--- src/rtl/wb_stage_pkg.sv ---
// Shared types and constants for the write-back stage: datapath widths,
// load funct3 encodings and the pipeline-register payload.
package wb_stage_pkg;

    localparam int XLEN  = 64;
    localparam int NREG  = 32;
    localparam int REG_W = $clog2(NREG);

    localparam logic [2:0] F3_LB  = 3'b000;
    localparam logic [2:0] F3_LH  = 3'b001;
    localparam logic [2:0] F3_LW  = 3'b010;
    localparam logic [2:0] F3_LD  = 3'b011;
    localparam logic [2:0] F3_LBU = 3'b100;
    localparam logic [2:0] F3_LHU = 3'b101;
    localparam logic [2:0] F3_LWU = 3'b110;

    typedef struct packed {
        logic [XLEN-1:0]  pc;
        logic [31:0]      instr;
        logic [REG_W-1:0] rd;
        logic             reg_write;
        logic [XLEN-1:0]  data;
    } wb_in_t;

endpackage

--- src/rtl/wb_stage_load_align.sv ---
// Combinational load aligner: picks the addressed byte/half/word out of the
// raw doubleword and sign- or zero-extends it to XLEN.
module wb_stage_load_align
    import wb_stage_pkg::*;
(
    input  logic [2:0]      funct3,
    input  logic [2:0]      addr_low,
    input  logic [XLEN-1:0] rdata,
    output logic [XLEN-1:0] data
);

    logic [7:0]  byte_sel;
    logic [15:0] half_sel;
    logic [31:0] word_sel;

    // Misaligned offsets are masked down to the access size rather than trapping.
    assign byte_sel = rdata[{addr_low, 3'b000} +: 8];
    assign half_sel = rdata[{addr_low[2:1], 4'b0000} +: 16];
    assign word_sel = rdata[{addr_low[2], 5'b00000} +: 32];

    // NOTE: default assignment first so no path through the case leaves data unassigned (no latch).
    always_comb begin
        data = rdata;
        case (funct3)
            F3_LB:   data = {{(XLEN-8){byte_sel[7]}}, byte_sel};
            F3_LH:   data = {{(XLEN-16){half_sel[15]}}, half_sel};
            F3_LW:   data = {{(XLEN-32){word_sel[31]}}, word_sel};
            F3_LBU:  data = {{(XLEN-8){1'b0}}, byte_sel};
            F3_LHU:  data = {{(XLEN-16){1'b0}}, half_sel};
            F3_LWU:  data = {{(XLEN-32){1'b0}}, word_sel};
            default: data = rdata;  // LD and the unused 111 encoding
        endcase
    end

endmodule

--- src/rtl/wb_stage.sv ---
// Write-back stage: single-entry pipeline register with commit handshake,
// register-file write port, forwarding tap and cycle/instret counters.
module wb_stage
    import wb_stage_pkg::*;
(
    input  logic             clk,
    input  logic             reset,
    input  logic             in_valid,
    output logic             in_ready,
    input  logic [XLEN-1:0]  in_pc,
    input  logic [31:0]      in_instr,
    input  logic [REG_W-1:0] in_rd,
    input  logic             in_reg_write,
    input  logic             in_is_load,
    input  logic [2:0]       in_funct3,
    input  logic [2:0]       in_addr_low,
    input  logic [XLEN-1:0]  in_result,
    input  logic [XLEN-1:0]  in_mem_rdata,
    input  logic             flush,
    output logic             commit_valid,
    input  logic             commit_ready,
    output logic [XLEN-1:0]  commit_pc,
    output logic [31:0]      commit_instr,
    output logic             wb_en,
    output logic [REG_W-1:0] wb_addr,
    output logic [XLEN-1:0]  wb_data,
    output logic             fwd_valid,
    output logic [REG_W-1:0] fwd_rd,
    output logic [XLEN-1:0]  fwd_data,
    output logic [63:0]      cycle_cnt,
    output logic [63:0]      instret_cnt
);

    logic            valid_q;
    wb_in_t          entry_q;
    wb_in_t          entry_d;
    logic [XLEN-1:0] load_data;
    logic            retire;
    logic            accept;
    logic            writes_rd;

    wb_stage_load_align u_align (
        .funct3   (in_funct3),
        .addr_low (in_addr_low),
        .rdata    (in_mem_rdata),
        .data     (load_data)
    );

    assign entry_d = '{
        pc:        in_pc,
        instr:     in_instr,
        rd:        in_rd,
        reg_write: in_reg_write,
        data:      in_is_load ? load_data : in_result
    };

    assign retire   = valid_q && commit_ready;
    assign in_ready = !valid_q || retire;
    assign accept   = in_valid && in_ready && !flush;

    // NOTE: sequential state uses non-blocking assignments so every register samples pre-edge values.
    always_ff @(posedge clk or posedge reset) begin
        if (reset) begin
            valid_q     <= 1'b0;
            entry_q     <= '0;
            cycle_cnt   <= '0;
            instret_cnt <= '0;
        end else begin
            cycle_cnt <= cycle_cnt + 64'd1;
            if (retire)
                instret_cnt <= instret_cnt + 64'd1;
            if (flush) begin
                valid_q <= 1'b0;
            end else if (accept) begin
                valid_q <= 1'b1;
                entry_q <= entry_d;
            end else if (retire) begin
                valid_q <= 1'b0;
            end
        end
    end

    // x0 is hardwired to zero, so it never writes or forwards.
    assign writes_rd = valid_q && entry_q.reg_write && (entry_q.rd != '0);

    assign commit_valid = valid_q;
    assign commit_pc    = entry_q.pc;
    assign commit_instr = entry_q.instr;

    assign wb_en   = writes_rd && commit_ready;
    assign wb_addr = entry_q.rd;
    assign wb_data = entry_q.data;

    assign fwd_valid = writes_rd;
    assign fwd_rd    = entry_q.rd;
    assign fwd_data  = entry_q.data;

endmodule
--- config.mk ---
export PLATFORM = sky130hd
export DESIGN_NAME = wb_stage
export DESIGN_NICKNAME = d
export VERILOG_FILES = /design/src/rtl/wb_stage_pkg.sv /design/src/rtl/wb_stage_load_align.sv /design/src/rtl/wb_stage.sv
export SDC_FILE = /design/constraint.sdc
export NUM_CORES = 1
export LEC_CHECK = 0
export BUFFER_PORTS_ARGS = -buffer_cell sky130_fd_sc_hd__buf_4
export CORE_AREA = 2 2 239 241
export CTS_BUF_LIST = sky130_fd_sc_hd__clkbuf_8 sky130_fd_sc_hd__clkbuf_16
export DETAILED_ROUTE_END_ITERATION = 7
export DIE_AREA = 0 0 241 243
export SLEW_MARGIN = 20
export SYNTH_ARGS = -nofsm -noshare
export SYNTH_HDL_FRONTEND = slang
export SYNTH_SLANG_ARGS = --single-unit
export TNS_END_PERCENT = 5
--- constraint.sdc ---
create_clock -name clk -period 9.73 [get_ports clk]
set_input_delay 0.973 -clock clk [delete_from_list [all_inputs] [get_ports clk]]
set_output_delay 0.973 -clock clk [all_outputs]
set_load 0.005 [all_outputs]
==> results of run 1 <==
sequential cells by signal, indices dropped and copies added, names as in the netlist:
name / flops
instret_cnt: 64
cycle_cnt: 64
commit_pc: 64
commit_instr: 32
commit_valid: 1
fwd_data: 64
entry_q: 1
fwd_rd: 5
power breakdown:
group | total (mW) | switching, mW | internal [mW]
sequential | 1.47 | 0.116 | 1.35
clock | 1.27 | 0.533 | 0.738
combinational | 0.661 | 0.303 | 0.359
path summary, 6_finish.rpt:
check | startpoint | end | slack, ns
min | instret_cnt[63] | instret_cnt[63] | 0.47
min in group asynchronous | reset | commit_pc[49] | 0.59
min reg2reg | instret_cnt[63] | instret_cnt[63] | 0.47
max in group asynchronous | reset | fwd_data[41] | 6.99
max reg2reg | commit_valid | fwd_data[54] | 6.63
max | commit_valid | fwd_data[54] | 6.63
Yosys cell counts (24+ instances only):
library cell,number
sky130_fd_sc_hd__nand3_1,56
sky130_fd_sc_hd__xnor2_1,81
sky130_fd_sc_hd__dfrtp_1,295
sky130_fd_sc_hd__a21oi_1,79
sky130_fd_sc_hd__clkbuf_1,79
sky130_fd_sc_hd__xor2_1,44
sky130_fd_sc_hd__nand2_1,418
sky130_fd_sc_hd__nand4_1,40
sky130_fd_sc_hd__or3_1,44
sky130_fd_sc_hd__nor2_1,55
sky130_fd_sc_hd__buf_4,234
sky130_fd_sc_hd__o21ai_0,59
sky130_fd_sc_hd__nor3_1,24
logic make-up (layout without fill, tap and decap cells):
kind of cell,Yosys count,after routing,synth area share (%)
flops,295,295,47.39
simple gates,707,707,20.71
compound gates,203,203,7.639
other cells,0,4,0
fa+ha+maj,2,2,0.1606
xor+xnor,125,125,7.028
mux,39,39,3.149
buf+inv,341,703,13.93
metal layers:
metal	share of wire, %	up-vias	wire [um]	GRT usage (%)
li1	-	6181	-	-
met3	7.8	110	4185	4.197
met1	39	6556	21110	21.83
met5	0.050	-	27	0
met4	3.9	4	2074	7.734
met2	49	561	26360	29.19
per-stage QoR:
step	hold slack, ns	std cells	utilization (%)
5_1_grt	0.4913	2834	36.19
2_1_floorplan	0.4463	1712	-
3_3_place_gp	0.4601	2767	34.19
6_report	0.4697	2834	36.19
3_5_place_dp	0.4636	2767	34.19
4_1_cts	0.4767	2830	36.17
final cells by class:
cell class                 count  area share, %
multi-input combinational   1076          29.94
timing repair buffer         618          22.97
clock buffer                  41          4.788
antenna                        4        0.04943
sequential                   295          36.45
inverter                      22         0.4449
tap                          756          4.671
clock inverter                22         0.6858
worst max-delay path: cells and delay by family (launching register included):
family,cells,cell delay [ns]
compound gates,2,0.46
buf+inv,2,0.87
flops,1,0.44
simple gates,3,1.04
==> implementation parameters, run 1 <==
Parameter                              Value

Run status
  Run status ... completed

Clock tree
  Clk Tree Root Cell ... sky130_fd_sc_hd__clkbuf_16
  Buffer levels on the longest clock path ... 3
  Resized Gates After CTS ... 0
  Clock network latency to the later pin of the worst-skew pair ... 0.54 ns
  # Post-CTS Setup Buffers ... 0
  TritonCTS buffer count ... 35
  Hold-fix buffer count after cts ... 0
  H-tree level count ... 2
  CTS sink count ... 295
  CTS clk-pin slew, worst paths ... 0.06 ns
  TritonCTS clock tree ... built

Critical path
  Critical path endpoint category ... register
  Data arrival at the endpoint of the critical path ... 3.48 ns
  Slowest cell delay on critical path ... 0.52 ns
  Worst reg-to-reg path cell count ... 7
  Worst setup path class ... register to register
  Worst Path Required ... 10.12 ns
  Worst Path Max Fanout ... 168
  Standard cell with the maximum stage delay on the critical path ... sky130_fd_sc_hd__nand2_1
  Cells along the critical path ... nor2b_1, nor3b_2, buf_12, nand2_1, o41ai_4, buf_4, a21oi_1
  Startpoint kind of the worst setup timing path ... register

Place
  DP HPWL ... 40160 um
  Setup WS pre-CTS ... 6.149 ns
  Number of buffers inserted by port buffering ... 607
  Placed Area ... 0.01913 mm^2
  Final estimated routing congestion in global placement ... 0.9120

Timing
  RSZ-0062 raised after global routing ... false
  Worst path setup slack after routing ... 6.634 ns
  Transition time at the pin with the least slew margin ... 0.9595 ns
  F_max ... 323.0 MHz
  Fin. max-slew vios ... 0
  Final sum of negative setup slack ... 0 ns
  Clock period minus final worst setup slack ... 3.096 ns
  Headroom to the max-slew limit ... 35.44%
  Final hold violation count ... 0
  Total setup violations reported at the end of the flow ... 0
  Final critical-path share of the clock period ... 31.82%
  Clock tree skew after final layout ... 0.01744 ns

Routing
  DRT Pass-1 Iters ... 5
  Total via count after detailed routing ... 13410
  Total wirelength of the detailed-routed design ... 53760 um
  Mean number of vias per cell ... 4.733
  Count of nets left with antenna violations after detail routing ... 0
  Total DRC errors in the routed layout ... 0
  Starting DRT DRC Count ... 950
  Wire per inst ... 18.97 um

Power and ir drop
  Worst voltage drop across the vdd grid ... 0.0001075 V
  Leakage dissipation ... 9.998 nW
  Final Total Pwr ... 3.398 mW
  Ratio of total power to cell area ... 167.8 mW/mm^2

Layout
  Storage element area ... 0.007382 mm^2
  Area of the multi-input gates ... 0.006062 mm^2
  Filler cell count ... 5822
  # nets final ... 2292
  Fraction of final layout cells with drive strength greater than 1 ... 33.80%
  Leading cell type in the layout, fill and taps excluded ... sky130_fd_sc_hd__buf_4
  Area growth syn-to-layout ... 30.00%
  Finished Cell Area ... 0.02025 mm^2
  Most frequent cells in the layout ... sky130_fd_sc_hd__buf_4, sky130_fd_sc_hd__nand2_1, sky130_fd_sc_hd__dfrtp_1

Global routing
  Number of global-route vias before repair ... 13200
  Initial antenna violation count ... 6
  Global routing usage summed across all routing layers ... 17.67%
  GRT Residual Overflow ... 0
  Pin count of the biggest net entering global routing ... 169
  Global-route wire length before repair ... 80430 um

Yosys
  EDFF count, synth ... 0
  Synth Cell Area ... 0.01558 mm^2
  Post-synthesis sequential element count ... 295
  Distinct cell type count after synthesis ... 54
  Post-synthesis average cell area ... 9.099 um^2
  Area share of the largest cell type after synthesis ... 47.39%
  Synth async-reset ratio ... 100.0%
  Synth area leader ... sky130_fd_sc_hd__dfrtp_1
  Post-synth net total ... 1956
  Dominant register cell in the synthesized netlist ... sky130_fd_sc_hd__dfrtp_1
  Share of synthesized area occupied by flip-flops and latches ... 47.39%
  Warnings from Yosys ... 0
  Largest cells by area after synthesis ... sky130_fd_sc_hd__dfrtp_1, sky130_fd_sc_hd__buf_4, sky130_fd_sc_hd__nand2_1
  Number of instances in the synthesized netlist ... 1712

Floorplan
  Number of primary I/O pins ... 608
  Floorplan row count ... 87
  Core footprint ... 0.05595 mm^2
  Initial Util ... 27.84%
  Die footprint ... 0.05856 mm^2
  Width of the die ... 241 um
  Die Span Y ... 243 um

Min path
  Count of cells along the worst hold path ... 1
  Path class of the lowest-slack min-delay path ... register to register

Run
  Total of max-cap violations ... 0
Power figures use the tool's default switching activity.
==> inputs of run 2 (changes only) <==
--- a/config.mk
+++ b/config.mk
@@ -5,6 +5,7 @@
 export SDC_FILE = /design/constraint.sdc
 export NUM_CORES = 1
 export LEC_CHECK = 0
+export ABC_AREA = 1
 export BUFFER_PORTS_ARGS = -buffer_cell sky130_fd_sc_hd__buf_4
 export CORE_AREA = 2 2 239 241
 export CTS_BUF_LIST = sky130_fd_sc_hd__clkbuf_8 sky130_fd_sc_hd__clkbuf_16
==> constraint.sdc (replaced) <==
create_clock -name clk -period 2.95 [get_ports clk]
set_input_delay 0.295 -clock clk [delete_from_list [all_inputs] [get_ports clk]]
set_output_delay 0.295 -clock clk [all_outputs]
set_load 0.005 [all_outputs]
==> run 2 against run 1 <==
Clock power rose to 3.5 times the previous value. Register-to-register slack worse by 5.7 ns. Worst setup slack worse by 5.7 ns. Utilization up 6.2 points. Largest cell class is now multi-input combinational cells. Global-route usage up 4.2 points. Sequential share of layout area down 5.3 points. Via count up 28%. First-iteration DRC count up 38%.
==> implementation parameters, run 2 <==
Parameter                              Value

Clock tree
  TritonCTS clock tree ... built
  H-tree level count ... 2 (unchanged)
  CTS sink count ... 295 (unchanged)
  CTS clk-pin slew, worst paths ... 0.06 ns (about the same)
  Buffer levels on the longest clock path ... 3 (unchanged)
  Clk Tree Root Cell ... sky130_fd_sc_hd__clkbuf_16
  Clock network latency to the later pin of the worst-skew pair ... 0.53 ns (about the same)
  TritonCTS buffer count ... 36 (+2.9%)
  Resized Gates After CTS ... 0 (unchanged)

Timing
  Total setup violations reported at the end of the flow ... 0 (unchanged)
  Clock tree skew after final layout ... 0.009612 ns (-0.007831 ns)
  Worst path setup slack after routing ... 0.9023 ns (-5.732 ns)
  F_max ... 488.4 MHz
  Final critical-path share of the clock period ... 69.41%
  Fin. max-slew vios ... 0 (unchanged)
  Headroom to the max-slew limit ... 36.54% (+1.1 points)
  Final hold violation count ... 0 (unchanged)
  Transition time at the pin with the least slew margin ... 0.9518 ns (-0.007673 ns)
  Clock period minus final worst setup slack ... 2.048 ns
  RSZ-0062 raised after global routing ... false

Place
  Setup WS pre-CTS ... 0.6298 ns (-5.519 ns)
  Number of buffers inserted by port buffering ... 607 (unchanged)
  Total instance count after detailed placement ... 3535 (+28%)
  DP HPWL ... 50370 um (+25%)
  Placed Area ... 0.02148 mm^2 (+12%)
  Final estimated routing congestion in global placement ... 0.9512 (+4.3%)

Critical path
  Worst setup path class ... register to output pin
  Worst Path Max Fanout ... 4 (-98%)
  Startpoint kind of the worst setup timing path ... register
  Data arrival at the endpoint of the critical path ... 1.75 ns (-1.73 ns)
  Critical path endpoint category ... output pin
  Worst Path Required ... 2.65 ns (-7.47 ns)
  Cells along the critical path ... nor3_1, nand2_1, nand3_1, nor2_1, buf_4
  Standard cell with the maximum stage delay on the critical path ... sky130_fd_sc_hd__dfrtp_1
  Slowest cell delay on critical path ... 0.53 ns (about the same)

Layout
  Area growth syn-to-layout ... 32.53%
  Final instance count without filler cells ... 3709 (+31%)
  Fraction of final layout cells with drive strength greater than 1 ... 24.69% (-9.1 points)
  # nets final ... 3165 (+38%)
  Most frequent cells in the layout ... sky130_fd_sc_hd__nand2_1, sky130_fd_sc_hd__buf_4, sky130_fd_sc_hd__nor2_1
  Leading cell type in the layout, fill and taps excluded ... sky130_fd_sc_hd__nand2_1
  Finished Cell Area ... 0.02373 mm^2 (+17%)
  Filler cell count ... 5830 (+0.14%)

Yosys
  Synth area leader ... sky130_fd_sc_hd__dfrtp_1
  Post-synthesis average cell area ... 7.251 um^2 (-20%)
  Area share of the largest cell type after synthesis ... 41.23% (-6.2 points)
  Share of synthesized area occupied by flip-flops and latches ... 41.23% (-6.2 points)
  Dominant register cell in the synthesized netlist ... sky130_fd_sc_hd__dfrtp_1
  Top cells by instance count after synthesis ... sky130_fd_sc_hd__nand2_1, sky130_fd_sc_hd__nor2_1, sky130_fd_sc_hd__dfrtp_1
  Synth Cell Area ... 0.01790 mm^2 (+15%)
  Largest cells by area after synthesis ... sky130_fd_sc_hd__dfrtp_1, sky130_fd_sc_hd__nand2_1, sky130_fd_sc_hd__buf_4
  Most used standard cell by instance count after synthesis ... sky130_fd_sc_hd__nand2_1
  EDFF count, synth ... 0 (unchanged)
  Synth async-reset ratio ... 100.0% (unchanged)
  Post-synthesis sequential element count ... 295 (unchanged)
  Distinct cell type count after synthesis ... 39 (-28%)
  Post-synth net total ... 2713 (+39%)
  Number of instances in the synthesized netlist ... 2469 (+44%)
  Warnings from Yosys ... 0 (unchanged)

Routing
  Starting DRT DRC Count ... 1314 (+38%)
  Wire per inst ... 17.93 um (-5.5%)
  Total wirelength of the detailed-routed design ... 66520 um (+24%)
  DRT Pass-1 Iters ... 7 (+2)
  Count of nets left with antenna violations after detail routing ... 0 (unchanged)
  Mean number of vias per cell ... 4.639 (-2.0%)
  Total DRC errors in the routed layout ... 0 (unchanged)
  Total via count after detailed routing ... 17210 (+28%)

Global routing
  Global-route wire length before repair ... 98860 um (+23%)
  GRT Residual Overflow ... 0 (unchanged)
  Number of global-route vias before repair ... 16340 (+24%)
  Pin count of the biggest net entering global routing ... 135 (-20%)
  Initial antenna violation count ... 6 (unchanged)
  Global routing usage summed across all routing layers ... 21.92% (+4.2 points)

Floorplan
  Floorplan row count ... 87 (unchanged)
  Die Span Y ... 243 um (unchanged)
  Width of the die ... 241 um (unchanged)
  Initial Util ... 32.00% (+4.2 points)
  Die footprint ... 0.05856 mm^2 (unchanged)
  Core footprint ... 0.05595 mm^2 (unchanged)
  Number of primary I/O pins ... 608 (unchanged)

Run status
  Run status ... completed

Power and ir drop
  Leakage dissipation ... 12.22 nW (+22%)
  Ratio of total power to cell area ... 496.0 mW/mm^2 (+200%)
  Worst voltage drop across the vdd grid ... 0.0003479 V (+220%)

Min path
  Path class of the lowest-slack min-delay path ... input port to register

Run
  Total of max-cap violations ... 0 (unchanged)
[run 2: where the power goes]
group / switching (mW) / leakage, nW / internal [mW]
combinational: 1.15 / 7.80 / 1.28
sequential: 0.407 / 3.80 / 4.45
clock: 1.82 / 0.626 / 2.66
[run 2: layout make-up]
cell class	instances	area [um^2]	area share, %
Multi-Input combinational cell	1677	7694	32.42
Tap cell	756	945.9	3.986
Clock inverter	21	161.4	0.6802
Antenna cell	5	12.51	0.05273
Sequential cell	295	7382	31.11
Inverter	179	680.7	2.869
Timing Repair Buffer	732	5818	24.52
Clock buffer	44	1033	4.356
[run 2: logic make-up after synthesis]
| group | after synthesis | synth area share, % |
|---|---|---|
| AOI/OAI and AO/OA | 200 | 6.017 |
| adders and majority gates | 2 | 0.1397 |
| DFF | 295 | 41.23 |
| buffers and inverters | 497 | 15.79 |
| xor gates and xnor gates | 105 | 5.137 |
| and+or+nand+nor | 1370 | 31.68 |
[run 2: worst paths after layout]
check	startpoint	end	slack, ns	cells past startpoint
worst max-delay path	fwd_rd[4]	wb_en	0.90	5
worst min-delay path	in_result[1]	fwd_data[1]	0.06	3
worst max register to register	cycle_cnt[0]	cycle_cnt[54]	0.93	9
worst min register to register	commit_pc[44]	commit_pc[44]	0.47	2
max in group asynchronous	reset	fwd_data[42]	1.61	4
min in group asynchronous	reset	cycle_cnt[26]	0.29	3
[run 2: stage by stage]
step	util [%]	TNS, ns	hold WS (ns)	power (mW)
CTS	42.39	0	0.01222	11.91
floorplan	-	-372.33	0.3581	6.368
global placement	38.39	0	0.2861	7.220
global route	42.41	0	0.02982	12.35
detailed placement	38.39	0	0.2843	7.232
finish	42.41	0	0.05590	11.77
[run 2: critical path: cells and delay by family, from the launching register on]
family,cells,cell delay (ns)
DFF,1,0.53
and+or+nand+nor,4,0.56
buffers and inverters,1,0.13
[run 2: what timing repair did]
item	4_1_cts	5_1_grt
setup buffers	0	0
hold buffers	104	0
hold endpoints to repair	111	0
endpoints found under the setup margin	0	0
[run 2: metal layers]
metal	vias to the layer above	track usage, %	part of all wire, %
met4	2	7.135	2.7
met5	-	0	0.015
li1	8393	-	-
met2	634	34.64	46
met3	98	3.787	7.2
met1	8079	30.25	44
==> inputs of run 3 (changes only) <==
--- a/config.mk
+++ b/config.mk
@@ -5,7 +5,7 @@
 export SDC_FILE = /design/constraint.sdc
 export NUM_CORES = 1
 export LEC_CHECK = 0
-export ABC_AREA = 1
+export ABC_AREA = 0
 export BUFFER_PORTS_ARGS = -buffer_cell sky130_fd_sc_hd__buf_4
 export CORE_AREA = 2 2 239 241
 export CTS_BUF_LIST = sky130_fd_sc_hd__clkbuf_8 sky130_fd_sc_hd__clkbuf_16
==> constraint.sdc (replaced) <==
create_clock -name clk -period 1.7 [get_ports clk]
set_input_delay 0.17 -clock clk [delete_from_list [all_inputs] [get_ports clk]]
set_output_delay 0.17 -clock clk [all_outputs]
set_load 0.005 [all_outputs]
==> run 3 against run 2 <==
The run now ends with setup timing left. Worst hold slack lost 0.042 ns. First-iteration DRC count shrank 46%. Register-to-register slack lost 1.3 ns. Die area is the same. Critical path depth grew 1. Final area grew 6.9%. Largest power group unchanged.
==> implementation parameters, run 3 (synthesis results as in run 1) <==
Parameter                              Value

Timing
  RSZ-0062 raised after global routing ... true
  Total setup violations reported at the end of the flow ... 203 (+203)
  Final hold violation count ... 0 (unchanged)
  Final critical-path share of the clock period ... 123.5%
  Headroom to the max-slew limit ... 67.89% (+31 points)
  Transition time at the pin with the least slew margin ... 0.4817 ns (-0.4701 ns)
  Clock period minus final worst setup slack ... 2.099 ns
  Post-Route Hold Slack ... 0.01434 ns (-0.04156 ns)
  Fin. max-slew vios ... 0 (unchanged)
  Worst path setup slack after routing ... -0.3994 ns (-1.302 ns)
  Clock tree skew after final layout ... 0.03355 ns (+0.02394 ns)
  F_max ... 476.3 MHz

Layout
  Finished Cell Area ... 0.02537 mm^2 (+6.9%)
  Area growth syn-to-layout ... 62.87%
  Most frequent cells in the layout ... sky130_fd_sc_hd__buf_4, sky130_fd_sc_hd__nand2_1, sky130_fd_sc_hd__dfrtp_1
  Final core utilization ... 45.34% (+2.9 points)
  Leading cell type in the layout, fill and taps excluded ... sky130_fd_sc_hd__buf_4
  Fraction of final layout cells with drive strength greater than 1 ... 41.88% (+17 points)
  Area of the multi-input gates ... 0.006711 mm^2 (-13%)
  Filler cell count ... 5270 (-9.6%)
  Storage element area ... 0.007382 mm^2 (unchanged)
  # nets final ... 2755 (-13%)

Floorplan
  Width of the die ... 241 um (unchanged)
  Die footprint ... 0.05856 mm^2 (unchanged)
  Floorplan row count ... 87 (unchanged)
  Initial Util ... 27.84% (-4.2 points)
  Core footprint ... 0.05595 mm^2 (unchanged)
  Number of primary I/O pins ... 608 (unchanged)
  Die Span Y ... 243 um (unchanged)

Clock tree
  TritonCTS clock tree ... built
  CTS sink count ... 295 (unchanged)
  CTS clk-pin slew, worst paths ... 0.05 ns (about the same)
  Clock network latency to the later pin of the worst-skew pair ... 0.56 ns (+0.03 ns)
  Buffer levels on the longest clock path ... 3 (unchanged)
  H-tree level count ... 2 (unchanged)
  Clk Tree Root Cell ... sky130_fd_sc_hd__clkbuf_16
  TritonCTS buffer count ... 39 (+8.3%)

Routing
  Starting DRT DRC Count ... 706 (-46%)
  Wire per inst ... 18.81 um (+4.9%)
  Count of nets left with antenna violations after detail routing ... 0 (unchanged)
  Total wirelength of the detailed-routed design ... 62010 um (-6.8%)
  Total via count after detailed routing ... 15370 (-11%)
  DRT Pass-1 Iters ... 5 (-2)
  Mean number of vias per cell ... 4.661 (+0.47%)
  Total DRC errors in the routed layout ... 0 (unchanged)

Place
  DP HPWL ... 45750 um (-9.2%)
  Final estimated routing congestion in global placement ... 0.9194 (-3.3%)
  Number of buffers inserted by port buffering ... 607 (unchanged)
  Placed Area ... 0.02101 mm^2 (-2.2%)

Global routing
  Global-route wire length before repair ... 92650 um (-6.3%)
  GRT Residual Overflow ... 0 (unchanged)
  Pin count of the biggest net entering global routing ... 61 (-55%)
  Global routing usage summed across all routing layers ... 20.32% (-1.6 points)
  Number of global-route vias before repair ... 15960 (-2.4%)
  Initial antenna violation count ... 7 (+1)

Critical path
  Startpoint kind of the worst setup timing path ... register
  Worst Path Max Fanout ... 5 (+1)
  Worst Path Required ... 2.18 ns (-0.47 ns)
  Data arrival at the endpoint of the critical path ... 2.58 ns (+0.83 ns)
  Critical path endpoint category ... register
  Worst reg-to-reg path cell count ... 6 (-3)
  Reg-to-reg startpoint ... instret_cnt[1]
  Worst setup path class ... register to register
  Slack of the worst reg-to-reg path ... -0.40 ns (-1.33 ns)
  R2r endpoint ... instret_cnt[58]

Run status
  Violations in the final reports ... setup timing
  Run status ... finished, violations left

Min path
  Path class of the lowest-slack min-delay path ... input port to register
  End point of the worst hold path ... fwd_data[46]
  Count of cells along the worst hold path ... 4 (+1)
  Startpoint of the worst hold path ... in_result[46]

Power and ir drop
  Ratio of total power to cell area ... 843.2 mW/mm^2 (+70%)
  Worst voltage drop across the vdd grid ... 0.0005752 V (+65%)
  Final Total Pwr ... 21.39 mW (+82%)
  Leakage dissipation ... 12.65 nW (+3.5%)

Run
  Total of max-cap violations ... 0 (unchanged)
==> run 3: changes by cell type in the layout (fill, tap and decap cells not counted), moves of 64 or more <==
cell	before	now
sky130_fd_sc_hd__nand3_1	108	44
sky130_fd_sc_hd__buf_4	623	820
sky130_fd_sc_hd__nand2_1	837	410
sky130_fd_sc_hd__dlygate4sd3_1	104	205
sky130_fd_sc_hd__nor2_1	299	45
sky130_fd_sc_hd__inv_1	178	28
==> run 3: layout make-up <==
type	instances	share of cell area [%]
Antenna cell	5	0.04932
Clock buffer	47	4.281
Timing Repair Buffer	1076	35.40
Sequential cell	295	29.10
Tap cell	756	3.728
Inverter	22	0.3502
Multi-Input combinational cell	1077	26.45
Clock inverter	19	0.6411
==> run 3: timing repair <==
| action | CTS | global route |
|---|---|---|
| hold endpoints to repair | 406 | 0 |
| setup endpoints to repair | 255 | 264 |
| buffers inserted | 18 | 6 |
| pin swaps | 48 | 37 |
| hold buffers | 206 | 0 |
| gates cloned | 4 | 0 |
| resized for setup | 99 | 103 |
==> run 3: power by group <==
part	total (mW)	switching, mW	internal, mW
Sequential	8.38	0.648	7.73
Clock	8.09	3.26	4.83
Combinational	4.93	2.12	2.81
Total	21.4	6.02	15.4
==> run 3: critical path: stages (launching register included) <==
cell                      delay [ns]
sky130_fd_sc_hd__dfrtp_1        0.35
sky130_fd_sc_hd__ha_2           0.19
sky130_fd_sc_hd__nand2_2        0.05
sky130_fd_sc_hd__or3_4          0.40
sky130_fd_sc_hd__or4b_4         0.62
sky130_fd_sc_hd__nor4_4         0.26
sky130_fd_sc_hd__xor2_1         0.15
==> run 3: metal layers <==
| metal | routed length, um | global-route usage, % | vias to the layer above | part of all wire, % |
|---|---|---|---|---|
| li1 | - | - | 7110 | - |
| met1 | 23440 | 23.20 | 7457 | 38 |
| met2 | 30920 | 35.36 | 642 | 50 |
| met3 | 4379 | 4.538 | 155 | 7.1 |
| met4 | 3247 | 10.29 | 2 | 5.2 |
| met5 | 13 | 0 | - | 0.021 |
==> run 3: worst max-delay path by stage <==
stage,start,to,slack (ns),cells after the start
after floorplan,reset,commit_instr[0],-2.39,1
after global placement,instret_cnt[0],instret_cnt[58],-0.50,6
after detailed placement,instret_cnt[1],instret_cnt[58],-0.50,6
after CTS,fwd_rd[0],wb_en,-0.41,4
after global routing,instret_cnt[1],instret_cnt[58],-0.49,6
final,instret_cnt[1],instret_cnt[58],-0.40,6
==> run 3: stage by stage <==
step                setup WS [ns]  setup TNS [ns]  cells
CTS                       -0.4145          -22.20   3286
global placement          -0.4995          -41.64   2995
global route              -0.4874          -44.71   3296
finish                    -0.3994          -21.56   3297
detailed placement        -0.5015          -48.38   2995
floorplan                  -2.387         -744.57   1712
